## src/rtl/alu_iterative_exec_if.sv

```systemverilog
// Handshake bundle between the ALU control decoder, the iterative ALU and its consumer.
// The master side issues operations and takes results; the slave side is the ALU itself.
interface alu_iterative_exec_if #(
    parameter int unsigned WIDTH = 32
);
    logic             in_valid;
    logic             in_ready;
    logic [2:0]       alu_control;
    logic [WIDTH-1:0] src_a;
    logic [WIDTH-1:0] src_b;
    logic             out_valid;
    logic             out_ready;
    logic [WIDTH-1:0] result;
    logic             zero;
    logic             busy;

    modport master (
        output in_valid, alu_control, src_a, src_b, out_ready,
        input  in_ready, out_valid, result, zero, busy
    );

    modport slave (
        input  in_valid, alu_control, src_a, src_b, out_ready,
        output in_ready, out_valid, result, zero, busy
    );
endinterface

```

## src/rtl/alu_iterative_exec.sv

```systemverilog
// Execute-stage ALU. Single-cycle add/sub/and/or/slt; shifts walk one bit per cycle
// through the result register. One operation in flight, valid/ready on both sides.
module alu_iterative_exec #(
    parameter int unsigned WIDTH = 32
) (
    input  logic                 clk,
    input  logic                 rst_n,
    alu_iterative_exec_if.slave  bus
);
    localparam int unsigned SHAMT_W = $clog2(WIDTH);

    localparam logic [2:0] OpAdd = 3'b000;
    localparam logic [2:0] OpSub = 3'b001;
    localparam logic [2:0] OpAnd = 3'b010;
    localparam logic [2:0] OpOr  = 3'b011;
    localparam logic [2:0] OpSlt = 3'b100;
    localparam logic [2:0] OpSll = 3'b101;
    localparam logic [2:0] OpSrl = 3'b110;
    localparam logic [2:0] OpSra = 3'b111;

    typedef enum logic [1:0] {StIdle, StShift, StDone} state_t;

    state_t               state_q;
    logic [2:0]           op_q;
    logic [SHAMT_W-1:0]   cnt_q;
    logic [WIDTH-1:0]     result_q;
    logic                 zero_q;
    logic                 out_valid_q;
    logic                 busy_q;

    logic [SHAMT_W-1:0]   shamt;
    logic                 is_shift;
    logic [WIDTH-1:0]     alu_res;
    logic [WIDTH-1:0]     shift_step;

    assign shamt    = bus.src_b[SHAMT_W-1:0];
    assign is_shift = (bus.alu_control == OpSll) || (bus.alu_control == OpSrl) ||
                      (bus.alu_control == OpSra);

    // Single-cycle result for the incoming op; a zero-distance shift passes src_a through.
    always_comb begin
        alu_res = '0;
        unique case (bus.alu_control)
            OpAdd:   alu_res = bus.src_a + bus.src_b;
            OpSub:   alu_res = bus.src_a - bus.src_b;
            OpAnd:   alu_res = bus.src_a & bus.src_b;
            OpOr:    alu_res = bus.src_a | bus.src_b;
            OpSlt:   alu_res = {{(WIDTH-1){1'b0}}, $signed(bus.src_a) < $signed(bus.src_b)};
            default: alu_res = bus.src_a;
        endcase
    end

    // One-bit shift of the accumulator for the captured shift op.
    always_comb begin
        shift_step = result_q;
        unique case (op_q)
            OpSll:   shift_step = {result_q[WIDTH-2:0], 1'b0};
            OpSrl:   shift_step = {1'b0, result_q[WIDTH-1:1]};
            OpSra:   shift_step = {result_q[WIDTH-1], result_q[WIDTH-1:1]};
            default: shift_step = result_q;
        endcase
    end

    // Control FSM with registered outputs; result_q doubles as the shift accumulator.
    always_ff @(posedge clk or negedge rst_n) begin
        if (!rst_n) begin
            state_q     <= StIdle;
            op_q        <= OpAdd;
            cnt_q       <= '0;
            result_q    <= '0;
            zero_q      <= 1'b0;
            out_valid_q <= 1'b0;
            busy_q      <= 1'b0;
        end else begin
            unique case (state_q)
                StIdle: begin
                    if (bus.in_valid) begin
                        op_q   <= bus.alu_control;
                        busy_q <= 1'b1;
                        if (is_shift && (shamt != '0)) begin
                            state_q  <= StShift;
                            result_q <= bus.src_a;
                            cnt_q    <= shamt;
                        end else begin
                            state_q     <= StDone;
                            result_q    <= alu_res;
                            zero_q      <= (alu_res == '0);
                            out_valid_q <= 1'b1;
                        end
                    end
                end
                StShift: begin
                    result_q <= shift_step;
                    cnt_q    <= cnt_q - SHAMT_W'(1);
                    if (cnt_q == SHAMT_W'(1)) begin
                        state_q     <= StDone;
                        zero_q      <= (shift_step == '0);
                        out_valid_q <= 1'b1;
                    end
                end
                StDone: begin
                    if (bus.out_ready) begin
                        state_q     <= StIdle;
                        out_valid_q <= 1'b0;
                        busy_q      <= 1'b0;
                    end
                end
                default: begin
                    state_q     <= StIdle;
                    out_valid_q <= 1'b0;
                    busy_q      <= 1'b0;
                end
            endcase
        end
    end

    assign bus.in_ready  = (state_q == StIdle);
    assign bus.out_valid = out_valid_q;
    assign bus.result    = result_q;
    assign bus.zero      = zero_q;
    assign bus.busy      = busy_q;
endmodule

```

## src/flat_wrapper.sv

```systemverilog
// flat-port wrapper written by rule: the top's interface ports become plain ports
module alu_iterative_exec_flat 
#(
    parameter int unsigned WIDTH = 32
)
  (clk, rst_n, bus_in_valid, bus_alu_control, bus_src_a, bus_src_b, bus_out_ready, bus_in_ready, bus_out_valid, bus_result, bus_zero, bus_busy);
  alu_iterative_exec_if #(.WIDTH(WIDTH)) bus_i ();
  input  logic clk;
  input  logic rst_n;
  input wire logic [$bits(bus_i.in_valid)-1:0] bus_in_valid;
  input wire logic [$bits(bus_i.alu_control)-1:0] bus_alu_control;
  input wire logic [$bits(bus_i.src_a)-1:0] bus_src_a;
  input wire logic [$bits(bus_i.src_b)-1:0] bus_src_b;
  input wire logic [$bits(bus_i.out_ready)-1:0] bus_out_ready;
  output wire logic [$bits(bus_i.in_ready)-1:0] bus_in_ready;
  output wire logic [$bits(bus_i.out_valid)-1:0] bus_out_valid;
  output wire logic [$bits(bus_i.result)-1:0] bus_result;
  output wire logic [$bits(bus_i.zero)-1:0] bus_zero;
  output wire logic [$bits(bus_i.busy)-1:0] bus_busy;
  assign bus_i.in_valid = bus_in_valid;
  assign bus_i.alu_control = bus_alu_control;
  assign bus_i.src_a = bus_src_a;
  assign bus_i.src_b = bus_src_b;
  assign bus_i.out_ready = bus_out_ready;
  assign bus_in_ready = bus_i.in_ready;
  assign bus_out_valid = bus_i.out_valid;
  assign bus_result = bus_i.result;
  assign bus_zero = bus_i.zero;
  assign bus_busy = bus_i.busy;
  alu_iterative_exec #(.WIDTH(WIDTH)) u_core (.clk(clk), .rst_n(rst_n), .bus(bus_i));
endmodule
```

## config.mk

```make
export PLATFORM = sky130hd
export DESIGN_NAME = alu_iterative_exec_flat
export DESIGN_NICKNAME = d
export VERILOG_FILES = /design/src/rtl/alu_iterative_exec_if.sv /design/src/rtl/alu_iterative_exec.sv /design/src/flat_wrapper.sv
export SDC_FILE = /design/constraint.sdc
export NUM_CORES = 1
export LEC_CHECK = 0
export ABC_CLOCK_PERIOD_IN_PS = 3500
export CAP_MARGIN = 0
export CORE_ASPECT_RATIO = 0.7
export CORE_MARGIN = 4
export CORE_UTILIZATION = 60
export CTS_CLUSTER_SIZE = 20
export DETAILED_ROUTE_END_ITERATION = 10
export PLACE_DENSITY = 0.91
export RECOVER_POWER = 100
export SYNTH_ARGS = -nofsm -noshare
export SYNTH_HDL_FRONTEND = slang
export SYNTH_SLANG_ARGS = --single-unit
```

## constraint.sdc

```tcl
create_clock -name clk -period 3.5 [get_ports clk]
set_input_delay 0.525 -clock clk [delete_from_list [all_inputs] [get_ports clk]]
set_output_delay 0.525 -clock clk [all_outputs]
set_load 0.02 [all_outputs]
```

==> results.sh, run 1 <==
export IMPL_start_util_pct=62.2
export IMPL_cts_made_buffers=5
export IMPL_synthDistinctLibCells=91
export IMPL_ctsHoldBuffers=0
export IMPL_cts_num_sinks=45
export IMPL_error_line="[ERROR GRT-0116] Global routing finished with congestion. Check the congestion regions in the DRC Viewer."
export IMPL_clockBufferDepth=2
export IMPL_status="stopped before the end"
export IMPL_grt_max_degree=46
export IMPL_yosysSeqAreaShare_pct=12.8
export IMPL_htree_levels=2
export IMPL_ys_ff_latch=45
export IMPL_synth_async_reset_ratio_pct=100
export IMPL_dpl_hpwl_mm=35.6
export IMPL_synth_edff_count=0
export IMPL_synth_ff_type="dfrtp_1"
export IMPL_grt_pass1_wl_mm=122
export IMPL_die_x_um=153
export IMPL_cts_root_buf="clkbuf_16"
export IMPL_syn_area_per_cell_um2=7.19
export IMPL_io_buffers=106
export IMPL_ys_warn_count=0
export IMPL_overflow=753
export IMPL_stop_stage="global routing (5_1_grt)"
export IMPL_gp_congestion=1.25
export IMPL_grt_pass1_vias=18700
export IMPL_syn_nets=1410
export IMPL_die_y_um=109
export IMPL_io_pins=107
export IMPL_syn_area_mm2=0.00880
export IMPL_place_area_mm2=0.0125
export IMPL_track_usage_pct=93.6
export IMPL_dp_cells=1803
export IMPL_synthCells=1224
export IMPL_rows=36
## Yosys cell counts, drive strengths merged, types with 5 or more instances
cell | instances | share of area (%)
a2111oi | 12 | 1.3
a211o | 6 | 0.60
a211oi | 22 | 1.9
a21o | 15 | 1.3
a21oi | 107 | 6.1
a221o | 13 | 1.5
a22o | 30 | 3.0
a22oi | 37 | 3.2
a31oi | 12 | 0.85
and2 | 6 | 0.43
and3 | 5 | 0.36
buf | 25 | 1.5
clkbuf | 56 | 2.4
dfrtp | 45 | 13
ha | 113 | 16
inv | 104 | 4.4
mux2i | 9 | 1.0
nand2 | 93 | 4.0
nand2b | 16 | 1.1
nand3 | 32 | 1.8
nand4 | 20 | 1.4
nor2 | 109 | 4.6
nor2b | 14 | 0.99
nor3 | 24 | 1.4
nor4 | 11 | 1.2
o2111ai | 6 | 0.60
o211ai | 24 | 2.1
o21a | 9 | 0.77
o21ai | 81 | 4.6
o21bai | 6 | 0.51
o221ai | 22 | 2.2
o22ai | 15 | 1.1
o31ai | 14 | 1.4
or2 | 10 | 0.74
or3 | 5 | 0.41
or4 | 8 | 0.68
xnor2 | 10 | 0.99
## logic make-up after synthesis
kind of cell	Yosys count	synth area share, %
xor+xnor	12	1.19
buf+inv	185	8.32
mux	13	1.54
flops	45	12.8
simple gates	369	20.8
fa+ha+maj	115	16.5
compound gates	485	38.9
## timing repair
item	in CTS
buffers inserted	32
setup endpoints to repair	22
pin swaps	58
gates resized for setup	219
## routing by layer
| metal | track usage (%) | GRT overflow |
|---|---|---|
| met5 | 66.1 | 10 |
| met4 | 104 | 243 |
| met3 | 82.7 | 65 |
| met2 | 109 | 408 |
| met1 | 86.8 | 27 |
## per-stage QoR
stage	setup TNS (ps)	worst slack (ps)	hold WS (ps)	utilization, %
CTS	-147	-147	431	97.5
floorplan	0	65.2	229	-
detailed placement	-11180	-1190	500	88.4
global placement	-7230	-905	481	88.4
==> run 2: changes to the inputs <==
- CORE_ASPECT_RATIO: 0.7 -> unset
- CORE_UTILIZATION: 60 -> 40
- CTS_CLUSTER_SIZE: 20 -> unset
- PLACE_DENSITY: 0.91 -> unset
- PLACE_DENSITY_LB_ADDON: unset -> 0.15
==> run 2 against run 1 <==
  * Synthesized cell count unchanged
  * The flow now finishes, with violations (capacitance limit, slew limit, setup timing)
  * Area after synthesis did not move
==> results.sh, run 2 <==
export IMPL_synth_ff_type="dfrtp_1"
export IMPL_insertion_delay_ps=290
export IMPL_final_common_cell="buf_4"
export IMPL_antenna_cells=0
export IMPL_period_needed_ps=3510
export IMPL_die_y_um=156
export IMPL_crit_chain="clkdlybuf4s50_1 > inv_1 > ha_4 > buf_8 > nand2_1 > o211a_1 > a211oi_2 > o211ai_1 > buf_4 > buf_4 > nand4_1 > nor3b_2 > nand3_2 > a2111oi_4 > nand4_1 > o21ai_1"
export IMPL_syn_area_per_cell_um2=7.19
export IMPL_clk_pin_slew_ps=60
export IMPL_worstPathArrival_ps=3730
export IMPL_finalHoldViolations=0
export IMPL_clockBufferDepth=2
export IMPL_power_density_mw_per_mm2=396
export IMPL_drive_gt1_share_pct=36.5
export IMPL_grt_max_degree=46
export IMPL_status="complete, but fails checks"
export IMPL_core_mm2=0.0218
export IMPL_synthCells=1224
export IMPL_syn2layout_area_growth_pct=61.7
export IMPL_largest_reg_flops=32
export IMPL_dr_pass1_iters=6
export IMPL_syn_nets=1410
export IMPL_cp_end_kind="flip-flop"
export IMPL_route_detailed_drc=0
export IMPL_vias=11700
export IMPL_ctsHoldBuffers=0
export IMPL_cts_num_sinks=45
export IMPL_slowest_delay_ps=480
export IMPL_period_share_pct=100
export IMPL_dp_slack_ps=-864
export IMPL_cts_root_buf="clkbuf_16"
export IMPL_syn_area_mm2=0.00880
export IMPL_slew_headroom_pct=-65.1
export IMPL_start_util_pct=40.5
export IMPL_whs_ps=473
export IMPL_wl_per_cell_um=20.4
export IMPL_synth_async_reset_ratio_pct=100
export IMPL_grt_pass1_wl_mm=60.5
export IMPL_max_freq_mhz=285
export IMPL_tightest_slew_ps=2480
export IMPL_mostFrequentLayoutCells="389 x buf_4, 98 x nor2_1, 90 x nand2_1"
export IMPL_violations="capacitance limit, slew limit, setup timing"
export IMPL_synthDistinctLibCells=91
export IMPL_yosysSeqAreaShare_pct=12.8
export IMPL_final_max_slew_viol_count=46
export IMPL_cts_tree="yes"
export IMPL_totalWireLength_mm=39.7
export IMPL_dieArea_mm2=0.0244
export IMPL_synthTopCellsByCount="113 x ha_1, 109 x nor2_1, 106 x a21oi_1"
export IMPL_finalWorstSetupSlack_ps=-8.14
export IMPL_ys_warn_count=0
export IMPL_cp_slowest_cell="clkdlybuf4s50_1"
export IMPL_synth_edff_count=0
export IMPL_startpoint_type="primary input"
export IMPL_setup_viol=1
export IMPL_leakagePower_nw=6.50
export IMPL_num_nets_final=1853
export IMPL_setup_tns_ps=-8.14
export IMPL_drtAntennaViolNets=0
export IMPL_critPathMaxFanout=7
export IMPL_die_x_um=156
export IMPL_synth_largest_area_cell="ha_1"
export IMPL_cts_made_buffers=5
export IMPL_synth_area_top_cells="ha_1 16%, dfrtp_1 13%, a21oi_1 6.0%, nor2_1 4.6%, inv_1 4.4%"
export IMPL_max_cap_violations=1
export IMPL_crit_type="in2reg"
export IMPL_via_per_inst=6.00
export IMPL_post_synth_top_count_cell="ha_1"
export IMPL_overflow=0
export IMPL_final_fill_count=1945
export IMPL_gp_congestion=1.01
export IMPL_rsz0062_at_grt="true"
export IMPL_io_pins=107
export IMPL_track_usage_pct=30.8
export IMPL_antenna_found_initial=0
export IMPL_grt_pass1_vias=10900
export IMPL_ys_ff_latch=45
export IMPL_htree_levels=2
export IMPL_drt_iter0_drc=1116
export IMPL_cp_required_ps=3720
export IMPL_dpl_hpwl_mm=31.4
export IMPL_skew_ps=5.37
export IMPL_vdd_ir_drop_max_mv=0.299
export IMPL_rows=54
export IMPL_synth_top_area_share_pct=16.1
export IMPL_io_buffers=106
export IMPL_worstHoldPathType="reg2reg"
==> run 2: cell counts after synthesis <==
No cell type changed its count.
==> run 2: cell families after synthesis <==
kind of cell / count (synthesis) / synth area share [%]
fa+ha+maj: 115 / 16.5
simple gates: 369 / 20.8
compound gates: 485 / 38.9
mux: 13 / 1.54
xor+xnor: 12 / 1.19
flops: 45 / 12.8
buf+inv: 185 / 8.32
==> run 2: path summary, 6_finish.rpt <==
path,slack (ps),from,depth (start not counted),to
setup / recovery,-8,bus_src_b[15],16,u_core.bus.zero
setup reg to reg,840,u_core.state_q[0],8,u_core.bus.zero
hold reg to reg,470,u_core.bus.out_valid,2,u_core.bus.out_valid
hold / removal,470,u_core.bus.out_valid,2,u_core.bus.out_valid
min in group asynchronous,990,rst_n,1,u_core.cnt_q[4]
max in group asynchronous,1100,rst_n,1,u_core.bus.result[9]
==> run 2: metal layers <==
metal / track usage, % / part of all wire (%) / vias up
li1: - / - / 5481
met1: 43.4 / 43 / 5561
met2: 51.1 / 46 / 578
met3: 1.96 / 7.6 / 76
met4: 8.60 / 2.8 / 0
met5: 0 / 0 / -
==> run 2: final cells by class <==
class	instances	area, um2	area share (%)
Clock inverter	2	10.0	0.0703
Timing Repair Buffer	517	4210	29.6
Multi-Input combinational cell	994	8020	56.4
Sequential cell	45	1130	7.91
Tap cell	280	350	2.46
Clock buffer	6	129	0.905
Inverter	104	390	2.74
==> run 2: worst max-delay path: cells and delay by family <==
family / cells / cell delay [ps]
buffers and inverters: 5 / 1020
adder cells (fa/ha/maj): 1 / 340
AO/OA/AOI/OAI: 5 / 1220
AND/OR/NAND/NOR: 5 / 620
==> run 2: power breakdown <==
group / switching, W / internal, W / leakage, nW
registers: 0.000367 / 0.000770 / 0.558
clock network: 0.000203 / 0.000263 / 0.0706
logic: 0.00222 / 0.00181 / 5.87
total: 0.00279 / 0.00285 / 6.50
==> run 2: timing repair <==
item,4_1_cts,5_1_grt
setup buffers,25,16
pin swaps,50,63
gates cloned,0,0
resized for setup,172,112
endpoints found under the setup margin,18,13
==> run 2: stage by stage <==
step                      util, %  instance area, um2  cells  power, W
after detailed placement     58.5               12700   1902   0.00490
after global routing         65.4               14200   1948   0.00599
final                        65.4               14200   1948   0.00563
after CTS                    63.1               13700   1933   0.00555
after floorplan                 -                8810   1224   0.00321
after global placement       58.5               12700   1902   0.00486
No activity file was read; power rests on OpenSTA's default activity.
==> run 3: changes to the inputs <==
- GPL_TIMING_DRIVEN: unset -> 1
==> results of run 3 <==
The final DEF is identical to that of run 2; final timing and power are the same.
